<file path="config.mk">
export PLATFORM = sky130hd
export DESIGN_NAME = serial_subtractor_flat
export DESIGN_NICKNAME = d
export VERILOG_FILES = /design/src/rtl/serial_subtractor_pkg.sv /design/src/rtl/serial_subtractor_if.sv /design/src/rtl/serial_subtractor_full_adder.sv /design/src/rtl/serial_subtractor.sv /design/src/flat_wrapper.sv
export SDC_FILE = /design/constraint.sdc
export NUM_CORES = 1
export LEC_CHECK = 0
export ABC_AREA = 1
export BUFFER_PORTS_ARGS = -buffer_cell sky130_fd_sc_hd__buf_2
export CORE_MARGIN = 4
export CORE_UTILIZATION = 38
export DETAILED_ROUTE_END_ITERATION = 7
export PLACE_DENSITY_LB_ADDON = 0.1
export SYNTH_ARGS = -nofsm -noshare
export SYNTH_HDL_FRONTEND = slang
export SYNTH_SLANG_ARGS = --single-unit
</file>
<file path="constraint.sdc">
create_clock -name clk_i -period 2 [get_ports clk_i]
set_input_delay 0.1 -clock clk_i [delete_from_list [all_inputs] [get_ports clk_i]]
set_output_delay 0.1 -clock clk_i [all_outputs]
set_load 0.005 [all_outputs]
</file>
<file path="src/rtl/serial_subtractor_pkg.sv">
// rtl/serial_subtractor_pkg.sv - shared types and constants for the bit-serial subtractor
//
// Purpose: state encoding, default operand width and bit-counter width helper
//          used by serial_subtractor and its interface.
// Ports:   none (package).
package serial_sub_pkg;

  localparam int DEFAULT_WIDTH = 4;

  typedef enum logic [1:0] {
    IDLE = 2'd0,
    RUN  = 2'd1,
    DONE = 2'd2
  } state_t;

  // Bit counter only has to reach WIDTH-1, so $clog2(WIDTH) bits suffice.
  function automatic int cnt_width(input int width);
    return $clog2(width);
  endfunction

endpackage

</file>
<file path="src/rtl/serial_subtractor_if.sv">
// rtl/serial_subtractor_if.sv - start/busy/done handshake and operand/result bus
//
// Purpose: bundles the handshake and data signals between the sequencing FSM
//          (master) and serial_subtractor (slave).
// Signals: start_i, A_i, B_i (master -> slave); busy_o, done_o, D_o, Bw_o and,
//          with SERIAL_SUB_SIGNED_OVF_EN defined, Ov_o (slave -> master).
interface serial_subtractor_if #(
  parameter int WIDTH = serial_sub_pkg::DEFAULT_WIDTH
);

  logic             start_i;
  logic [WIDTH-1:0] A_i;
  logic [WIDTH-1:0] B_i;
  logic             busy_o;
  logic             done_o;
  logic [WIDTH-1:0] D_o;
  logic             Bw_o;
`ifdef SERIAL_SUB_SIGNED_OVF_EN
  logic             Ov_o;
`endif

  modport master (
    output start_i, A_i, B_i,
    input  busy_o, done_o, D_o, Bw_o
`ifdef SERIAL_SUB_SIGNED_OVF_EN
    , input Ov_o
`endif
  );

  modport slave (
    input  start_i, A_i, B_i,
    output busy_o, done_o, D_o, Bw_o
`ifdef SERIAL_SUB_SIGNED_OVF_EN
    , output Ov_o
`endif
  );

endinterface

</file>
<file path="src/rtl/serial_subtractor_full_adder.sv">
// rtl/serial_subtractor_full_adder.sv - one-bit full-adder cell
//
// Purpose: combinational one-bit full adder.
// Ports:   a_i, b_i, c_i (addends and carry in); s_o (sum), c_o (carry out).
module full_adder (
  input  logic a_i,
  input  logic b_i,
  input  logic c_i,
  output logic s_o,
  output logic c_o
);

  assign s_o = a_i ^ b_i ^ c_i;
  assign c_o = (a_i & b_i) | (a_i & c_i) | (b_i & c_i);

endmodule

</file>
<file path="src/rtl/serial_subtractor.sv">
// rtl/serial_subtractor.sv - bit-serial two's-complement subtractor D = A - B
//
// Purpose: computes A + ~B + 1 one bit per clock, LSB first, through a single
//          full_adder with a registered carry.
// Ports:   clk_i (rising-edge clock), rst_i (synchronous active-high reset),
//          bus (serial_subtractor_if.slave: start_i, A_i, B_i, busy_o, done_o,
//          D_o, Bw_o, and Ov_o when SERIAL_SUB_SIGNED_OVF_EN is defined).
// Option:  SERIAL_SUB_SIGNED_OVF_EN adds the signed-overflow result Ov_o.
module serial_subtractor
  import serial_sub_pkg::*;
#(
  parameter int WIDTH = DEFAULT_WIDTH
) (
  input  logic                 clk_i,
  input  logic                 rst_i,
  serial_subtractor_if.slave   bus
);

  localparam int CW = cnt_width(WIDTH);

  state_t           state, next_state;
  logic [WIDTH-1:0] a_sr, b_sr, res_sr;
  logic             carry;
  logic [CW-1:0]    cnt;
  logic [WIDTH-1:0] d_q;
  logic             bw_q;
  logic             done_q;
  logic             sum, c_out;
  logic             accept, last_bit, finish;

  full_adder u_fa (
    .a_i (a_sr[0]),
    .b_i (b_sr[0]),
    .c_i (carry),
    .s_o (sum),
    .c_o (c_out)
  );

  always_ff @(posedge clk_i) begin
    if (rst_i) state <= IDLE;
    else       state <= next_state;
  end

  // The cycle after DONE (done_o high) still counts as busy, so IDLE holds off
  // a new start until done_o has dropped.
  always_comb begin
    next_state = state;
    accept     = 1'b0;
    last_bit   = 1'b0;
    finish     = 1'b0;
    case (state)
      IDLE: begin
        if (bus.start_i && !done_q) begin
          accept     = 1'b1;
          next_state = RUN;
        end
      end
      RUN: begin
        if (cnt == CW'(WIDTH - 1)) begin
          last_bit   = 1'b1;
          next_state = DONE;
        end
      end
      DONE: begin
        finish     = 1'b1;
        next_state = IDLE;
      end
      default: next_state = IDLE;
    endcase
  end

  always_ff @(posedge clk_i) begin
    if (rst_i) begin
      a_sr   <= '0;
      b_sr   <= '0;
      res_sr <= '0;
      carry  <= 1'b0;
      cnt    <= '0;
      d_q    <= '0;
      bw_q   <= 1'b0;
      done_q <= 1'b0;
    end else begin
      done_q <= finish;
      if (accept) begin
        // Subtraction as A + ~B + 1: invert B here, seed the carry with 1.
        a_sr   <= bus.A_i;
        b_sr   <= ~bus.B_i;
        res_sr <= '0;
        carry  <= 1'b1;
        cnt    <= '0;
      end else if (state == RUN) begin
        res_sr <= {sum, res_sr[WIDTH-1:1]};
        a_sr   <= a_sr >> 1;
        b_sr   <= b_sr >> 1;
        carry  <= c_out;
        cnt    <= cnt + CW'(1);
      end
      if (finish) begin
        d_q  <= res_sr;
        bw_q <= ~carry;
      end
    end
  end

`ifdef SERIAL_SUB_SIGNED_OVF_EN
  logic cin_msb;
  logic ov_q;

  // Carry into the MSB is the carry register just before the final bit.
  always_ff @(posedge clk_i) begin
    if (rst_i) begin
      cin_msb <= 1'b0;
      ov_q    <= 1'b0;
    end else begin
      if (last_bit) cin_msb <= carry;
      if (finish)   ov_q    <= cin_msb ^ carry;
    end
  end

  assign bus.Ov_o = ov_q;
`endif

  assign bus.busy_o = (state != IDLE) || done_q;
  assign bus.done_o = done_q;
  assign bus.D_o    = d_q;
  assign bus.Bw_o   = bw_q;

endmodule

</file>
<file path="src/flat_wrapper.sv">
// flat-port wrapper written by rule: the top's interface ports become plain ports
module serial_subtractor_flat import serial_sub_pkg::*;
#(
  parameter int WIDTH = DEFAULT_WIDTH
)
  (clk_i, rst_i, bus_start_i, bus_A_i, bus_B_i, bus_busy_o, bus_done_o, bus_D_o, bus_Bw_o);
  serial_subtractor_if #(.WIDTH(WIDTH)) bus_i ();
  input  logic clk_i;
  input  logic rst_i;
  input wire logic [$bits(bus_i.start_i)-1:0] bus_start_i;
  input wire logic [$bits(bus_i.A_i)-1:0] bus_A_i;
  input wire logic [$bits(bus_i.B_i)-1:0] bus_B_i;
  output wire logic [$bits(bus_i.busy_o)-1:0] bus_busy_o;
  output wire logic [$bits(bus_i.done_o)-1:0] bus_done_o;
  output wire logic [$bits(bus_i.D_o)-1:0] bus_D_o;
  output wire logic [$bits(bus_i.Bw_o)-1:0] bus_Bw_o;
  assign bus_i.start_i = bus_start_i;
  assign bus_i.A_i = bus_A_i;
  assign bus_i.B_i = bus_B_i;
  assign bus_busy_o = bus_i.busy_o;
  assign bus_done_o = bus_i.done_o;
  assign bus_D_o = bus_i.D_o;
  assign bus_Bw_o = bus_i.Bw_o;
  serial_subtractor #(.WIDTH(WIDTH)) u_core (.clk_i(clk_i), .rst_i(rst_i), .bus(bus_i));
endmodule
</file>
Yosys cells after proc, flatten, opt, wreduce, memory -nomap -nowiden
Cells that the tools add are included.

Logic and storage cells: 44. Output and inout bits: 7. Register bits after elaboration: 23. Input port bits: 11.

Add/subtract/negate cells: 1. Equal/unequal tests: 5. Bitwise operators: 9. Reductions and logical operators: 8. Mux-type cells: 12.

Operator list (number): 4-bit 2-to-1 mux (4); 1-bit 2-to-1 mux (5); 2-bit equality test (second input constant) (2); 2-bit 2-to-1 mux (2); 2-bit by 1-bit inequality test with 1-bit output (second input constant) (2); 4-bit NOT (1); 2-bit case mux with 2 select lines (1); 2-bit nonzero test (2); 1-bit AND (3); 2-bit by 1-bit adder with 2-bit output (second input constant) (1); 2-bit by 1-bit equality test with 1-bit output (second input constant) (1); 2-bit zero test (1); 1-bit bitwise OR (2); 2-bit AND reduction (1); 2-bit OR reduction (1); 1-bit bitwise XOR (2); 1-bit logical AND (1); 1-bit zero test (1); 1-bit logical OR (1); 1-bit NOT (1).

Depth between registers and ports, before layout
Depth after elaboration: 5. Mapped depth: 7. Gate-level depth less buffers: 6.

Hierarchy
A second synthesis with hierarchy kept.

Cells, all modules: 125. Area total of the unflattened synthesis: 1002.2 um^2.

Modules (own cells, without submodules): serial_subtractor (area each 982.2 um^2, seq. area each 460.4 um^2, cells each 124, times used 1); full_adder (area each 20.0 um^2, seq. area each 0.0 um^2, cells each 1, times used 1).

Worst setup path before layout
No wires, ideal clock.

Path type: register to register. Start: reg u_core.state[0]. End: reg u_core.b_sr[2]. Library setup time: 0.133 ns. Clock period less this slack: 1.059 ns. Setup slack: 0.941 ns. Required time: 1.867 ns. Stages on the path, launching flop included: 7. Arrival time: 0.925 ns. Path buffers: 1. Path through: dfxtp_1 -> inv_2 -> nor2_4 -> inv_2 -> buf_6 -> nand3_1 -> a21oi_2.

Longest elaborated chain between the ends: 3. Elaborated cells on any way between the ends: 5. Classes of those cells: eq/ne: 1; mux: 2; reduce/logical: 2.

Ends and longest elaborated chain: start: declaration (RTL line serial_subtractor.sv:21) `state_t state, next_state;`; start signal: assignment (RTL line serial_subtractor.sv:41) `else state <= next_state;`; 2-bit zero test (RTL line serial_subtractor.sv:51) `case (state)`; 1-bit 2-to-1 mux (RTL line serial_subtractor.sv:51); 4-bit 2-to-1 mux or 2-bit nonzero test (tied branches); end signal: assignment (RTL line serial_subtractor.sv:87) `b_sr <= ~bus.B_i;`; end signal: assignment (RTL line serial_subtractor.sv:94) `b_sr <= b_sr >> 1;`; end: declaration (RTL line serial_subtractor.sv:22) `logic [WIDTH-1:0] a_sr, b_sr, res_sr;`.

Parallel ways exist; a longest one is shown, timed or not. A chain may end at the register's enable or synchronous reset.

Worst setup path in the final report
Start: reg u_core.state[0]. End: reg u_core.carry.

Longest elaborated chain between the ends: 3. Elaborated cells on any way between the ends: 5. Classes of those cells: eq/ne: 1; mux: 2; reduce/logical: 2.

Ends and longest elaborated chain: 2-bit zero test (RTL line serial_subtractor.sv:51); 1-bit 2-to-1 mux (RTL line serial_subtractor.sv:51); 1-bit 2-to-1 mux or 2-bit nonzero test (tied branches); end signal: assignment (RTL line serial_subtractor.sv:95) `carry <= c_out;`; end: declaration (RTL line serial_subtractor.sv:23) `logic carry;`.

Parallel ways exist; a longest one is shown, timed or not.

==> results list <==
- Detailed placement finished with a half-perimeter wire length of 1300 µm.
* Standard-cell rows: 18
- Required arrival time at the worst endpoint: 2200 ps
- Clock sinks: 23
- Maximum fanout encountered on the critical timing path: 16
- Total track usage: 0.117
- The share of total power dissipated in the clock network is 0.264.
- Synthesis inferred 23 register bits.
- Worst Setup End Kind: register
- Leading post-synthesis cells by instance count: sky130_fd_sc_hd__nand2_1, sky130_fd_sc_hd__dfxtp_1, sky130_fd_sc_hd__a21oi_1, sky130_fd_sc_hd__nand3_1
* Register-to-register setup slack: 630 ps
- The first global-routing pass estimated 3190 µm of wire.
- Comb pwr share: 0.132
* Vert. Die Dim: 59.5 µm
- Clock root cell: sky130_fd_sc_hd__clkbuf_4
* Power density over the cells: 728 mW/mm²
* # resized after CTS: 0
- Ratio of routed vias to standard cells: 4.89
- The initial antenna violation count is 0.
* Ys async rst share: 0
- Depth of the CTS H-tree: 1
* Count of antenna-violating nets left after detailed routing: 0
- The first detailed-routing pass ran for 4 iterations.
- Setup violations remaining at the end of the flow were counted as 0.
* Hold Violations, Final: 0
- Of the available clock period, the critical path in the final layout requires 0.686.
- Setup repair after global routing missed its margin: no
- Total power for the finished layout comes to 815 µW.
- Adder-cell share of the synthesized area: 0.0323
- Clock latency on the worst-skew pair, taken at its later pin, is 310 ps.
- Summed over all cells, the static leakage comes to 0.000503 µW.
- Final nets: 157
* Most used standard cell by instance count after synthesis: sky130_fd_sc_hd__nand2_1
- Number of cells on the worst reg-to-reg path: 5
- Compound-Gate Fraction of Synth Area: 0.120
- Cell internal pwr: 593 µW
- The most critical setup path has its startpoint at u_core.state[0]$_SDFFE_PP0P_.
- After detailed routing, the met2 layer carries 859 µm of wire.
- Of the cells placed in the final design, the portion with a size suffix greater than 1 is 0.231.
- The clock arrives with 1.30 ps of skew.
- Entering global routing, the biggest net connects 17 pins.
- Worst IR drop on VDD: 438 µV
* RePlAce Congestion: 0.748
- Endpoint of the lowest-slack register-to-register path: u_core.carry$_SDFFE_PP0P_
- Clock-pin transition on the worst setup and hold timing paths: 130 ps
- Register share of total power: 0.604
- By area the synthesized netlist is led by sky130_fd_sc_hd__dfxtp_1, sky130_fd_sc_hd__nand2_1, sky130_fd_sc_hd__a21oi_1.
* Die outline area: 0.00354 mm²
- The worst pin sits at a relative slew slack of 0.773.
* Post-Synthesis Cell Area: 0.00101 mm²
* Main combinational cell family by area after synthesis: simple AND/OR/NAND/NOR gates
- Of the total power, the share spent switching nets is 0.273.
- Number of enable flip-flop cells after synthesis: 0
* Signal arrival time at the worst endpoint: 1570 ps
- Synthesis handed over a netlist of 126 instances.
- Critical Path Sink: u_core.carry$_SDFFE_PP0P_
- Of the synthesized area, sequential elements account for 0.457.
* Synth-to-layout area growth: 11.2%
* Run status: finished, final reports clean
- Most used DFF post-synth: sky130_fd_sc_hd__dfxtp_1
- Core ar.: 0.00250 mm²
- Ant diodes: 0
- Summed over all nets, wire length on met3 after detailed routing comes to 97 µm.
- CTS tree: built
- Wires add up to 1910 µm.
- Subtracting the final worst setup slack from the clock period gives 1370 ps.
* Portion of synthesized cell area occupied by the leading cell type: 0.457
- The detailed router finished its first iteration with 23 violations.
- Initial cell density of the core: 0.403
- In this run the worst hold path is classified as in -> reg.
* Synth warnings: 0
* Via count of the routed design: 846
- In the final routed layout, each cell accounts on average for 11.0 µm.
- The analysis attributes to net switching a power of 223 µW.
- Highest metal used: met4
- Launching element type of the critical path: register
* Buffers on Ports: 17
- For the pin with the worst max-slew slack, the measured transition is 340 ps.
* Total negative slack for setup checks: 0 ps
- CTS buffer count: 3
- Proportion of synthesized area in mux cells: 0
- The setup path with the least slack is of type reg -> reg.
- The average instance in the mapped netlist occupies 7.99 µm².
- Net count after synthesis: 139
- Summed over all instances, the cell type with the most area after synthesis is sky130_fd_sc_hd__dfxtp_1.
* Crit Reg-Reg Startpoint: u_core.state[0]$_SDFFE_PP0P_
* Die X-Extent: 59.5 µm
* Global route overflow: 0
- Max cap viols: 0
* Number of global-route vias before repair: 742
- Maximum clock frequency: 728 MHz
* Routed length on met1: 935 µm
- Post-CTS Setup Inserts: 0
- The final-report max-slew violation count was 0.
* Area fraction in and, or, nand and nor cells after synthesis: 0.299
* Number of filler instances in the final layout: 272
- Number of buffers inserted for hold repair after clock tree synthesis: 0
* Post-detailed-route DRC marker count: 0
- Yosys mapped the design onto 20 distinct sky130hd cell types.
- Xor and xnor fraction of the mapped netlist area: 0.00870
- 18 I/O pins were placed.
- No sink is reached through more buffers than the 2 on the longest clock path.
## worst min-delay path by stage
| stage | startpoint | to | slack (ps) | depth (start not counted) |
|---|---|---|---|---|
| 6_report | bus_A_i[3] | u_core.a_sr[3]$_SDFFE_PP0P_ | 40 | 3 |
| 5_1_grt | bus_B_i[3] | u_core.b_sr[3]$_SDFFE_PP0P_ | 40 | 3 |
| 4_1_cts | bus_B_i[3] | u_core.b_sr[3]$_SDFFE_PP0P_ | 40 | 3 |
| 3_5_place_dp | bus_A_i[3] | u_core.a_sr[3]$_SDFFE_PP0P_ | 380 | 3 |
| 3_3_place_gp | bus_A_i[3] | u_core.a_sr[3]$_SDFFE_PP0P_ | 370 | 3 |
| 2_1_floorplan | rst_i | u_core.state[0]$_SDFFE_PP0P_ | 170 | 1 |
## cell type report
class                           count  area, µm²  area share
Sequential cell                    23        460       0.411
Timing Repair Buffer               17       85.1      0.0760
Clock buffer                        3       22.5      0.0201
Tap cell                           30       37.5      0.0335
Inverter                           12       45.0      0.0402
Multi-Input combinational cell     87        464       0.415
Clock inverter                      1       5.00     0.00447
## critical path: stages (launching register included)
cell,delay (ps)
sky130_fd_sc_hd__dfxtp_1,440
sky130_fd_sc_hd__inv_2,60
sky130_fd_sc_hd__nor2_4,280
sky130_fd_sc_hd__inv_2,210
sky130_fd_sc_hd__o21ai_0,190
sky130_fd_sc_hd__a21oi_1,80
## metrics by stage
| step | utilization | hold slack (ps) | instance area (µm²) | instances | setup WS, ps |
|---|---|---|---|---|---|
| floorplan | - | 169 | 1010 | 126 | 941 |
| global placement | 0.437 | 372 | 1090 | 169 | 669 |
| detailed placement | 0.437 | 385 | 1090 | 169 | 638 |
| CTS | 0.448 | 37.2 | 1120 | 173 | 605 |
| global route | 0.448 | 44.1 | 1120 | 173 | 452 |
| finish | 0.448 | 43.3 | 1120 | 173 | 627 |
## metal layers
metal,vias up,global-route usage
met3,2,0.0414
met4,0,0.0291
met1,388,0.146
met2,15,0.192
li1,441,-
met5,-,0
## kinds of logic after synthesis
logic type	Yosys count
adders and majority gates	2
and+or+nand+nor	62
xor gates and xnor gates	1
AOI/OAI and AO/OA	22
buffers and inverters	16
DFF	23
## power groups by stage
stage / clock network [µW] / logic [µW] / registers, µW
after floorplan: 0 / 89.8 / 500
after global placement: 0 / 107 / 502
after detailed placement: 0 / 109 / 502
after CTS: 225 / 109 / 492
after global routing: 245 / 124 / 495
final: 216 / 108 / 492
## flip-flops by register name, summed over array words and instances (netlist names)
register,flops
u_core.a_sr,4
u_core.carry,1
u_core.bus.Bw_o,1
u_core.cnt,2
u_core.bus.done_o,1
u_core.res_sr,4
u_core.b_sr,4
u_core.state,2
u_core.bus.D_o,4
## cell usage in the layout (no fill, tap or decap)
master                     instances
sky130_fd_sc_hd__nor2_1           10
sky130_fd_sc_hd__inv_2             2
sky130_fd_sc_hd__nor2_4            3
sky130_fd_sc_hd__a21oi_2           3
sky130_fd_sc_hd__nor2_2            1
sky130_fd_sc_hd__clkinv_2          1
sky130_fd_sc_hd__nand2_2           1
sky130_fd_sc_hd__nand2_1          29
sky130_fd_sc_hd__o21ai_0           6
sky130_fd_sc_hd__buf_2            17
sky130_fd_sc_hd__dfxtp_1          23
sky130_fd_sc_hd__nor3_2            1
sky130_fd_sc_hd__nand2_4           1
sky130_fd_sc_hd__a21oi_1          13
sky130_fd_sc_hd__clkbuf_4          3
sky130_fd_sc_hd__xnor2_1           1
sky130_fd_sc_hd__fa_1              1
sky130_fd_sc_hd__ha_1              1
sky130_fd_sc_hd__inv_1            10
sky130_fd_sc_hd__nand3b_1          3
sky130_fd_sc_hd__nand3_1          13
No activity file was read; power rests on OpenSTA's default activity.
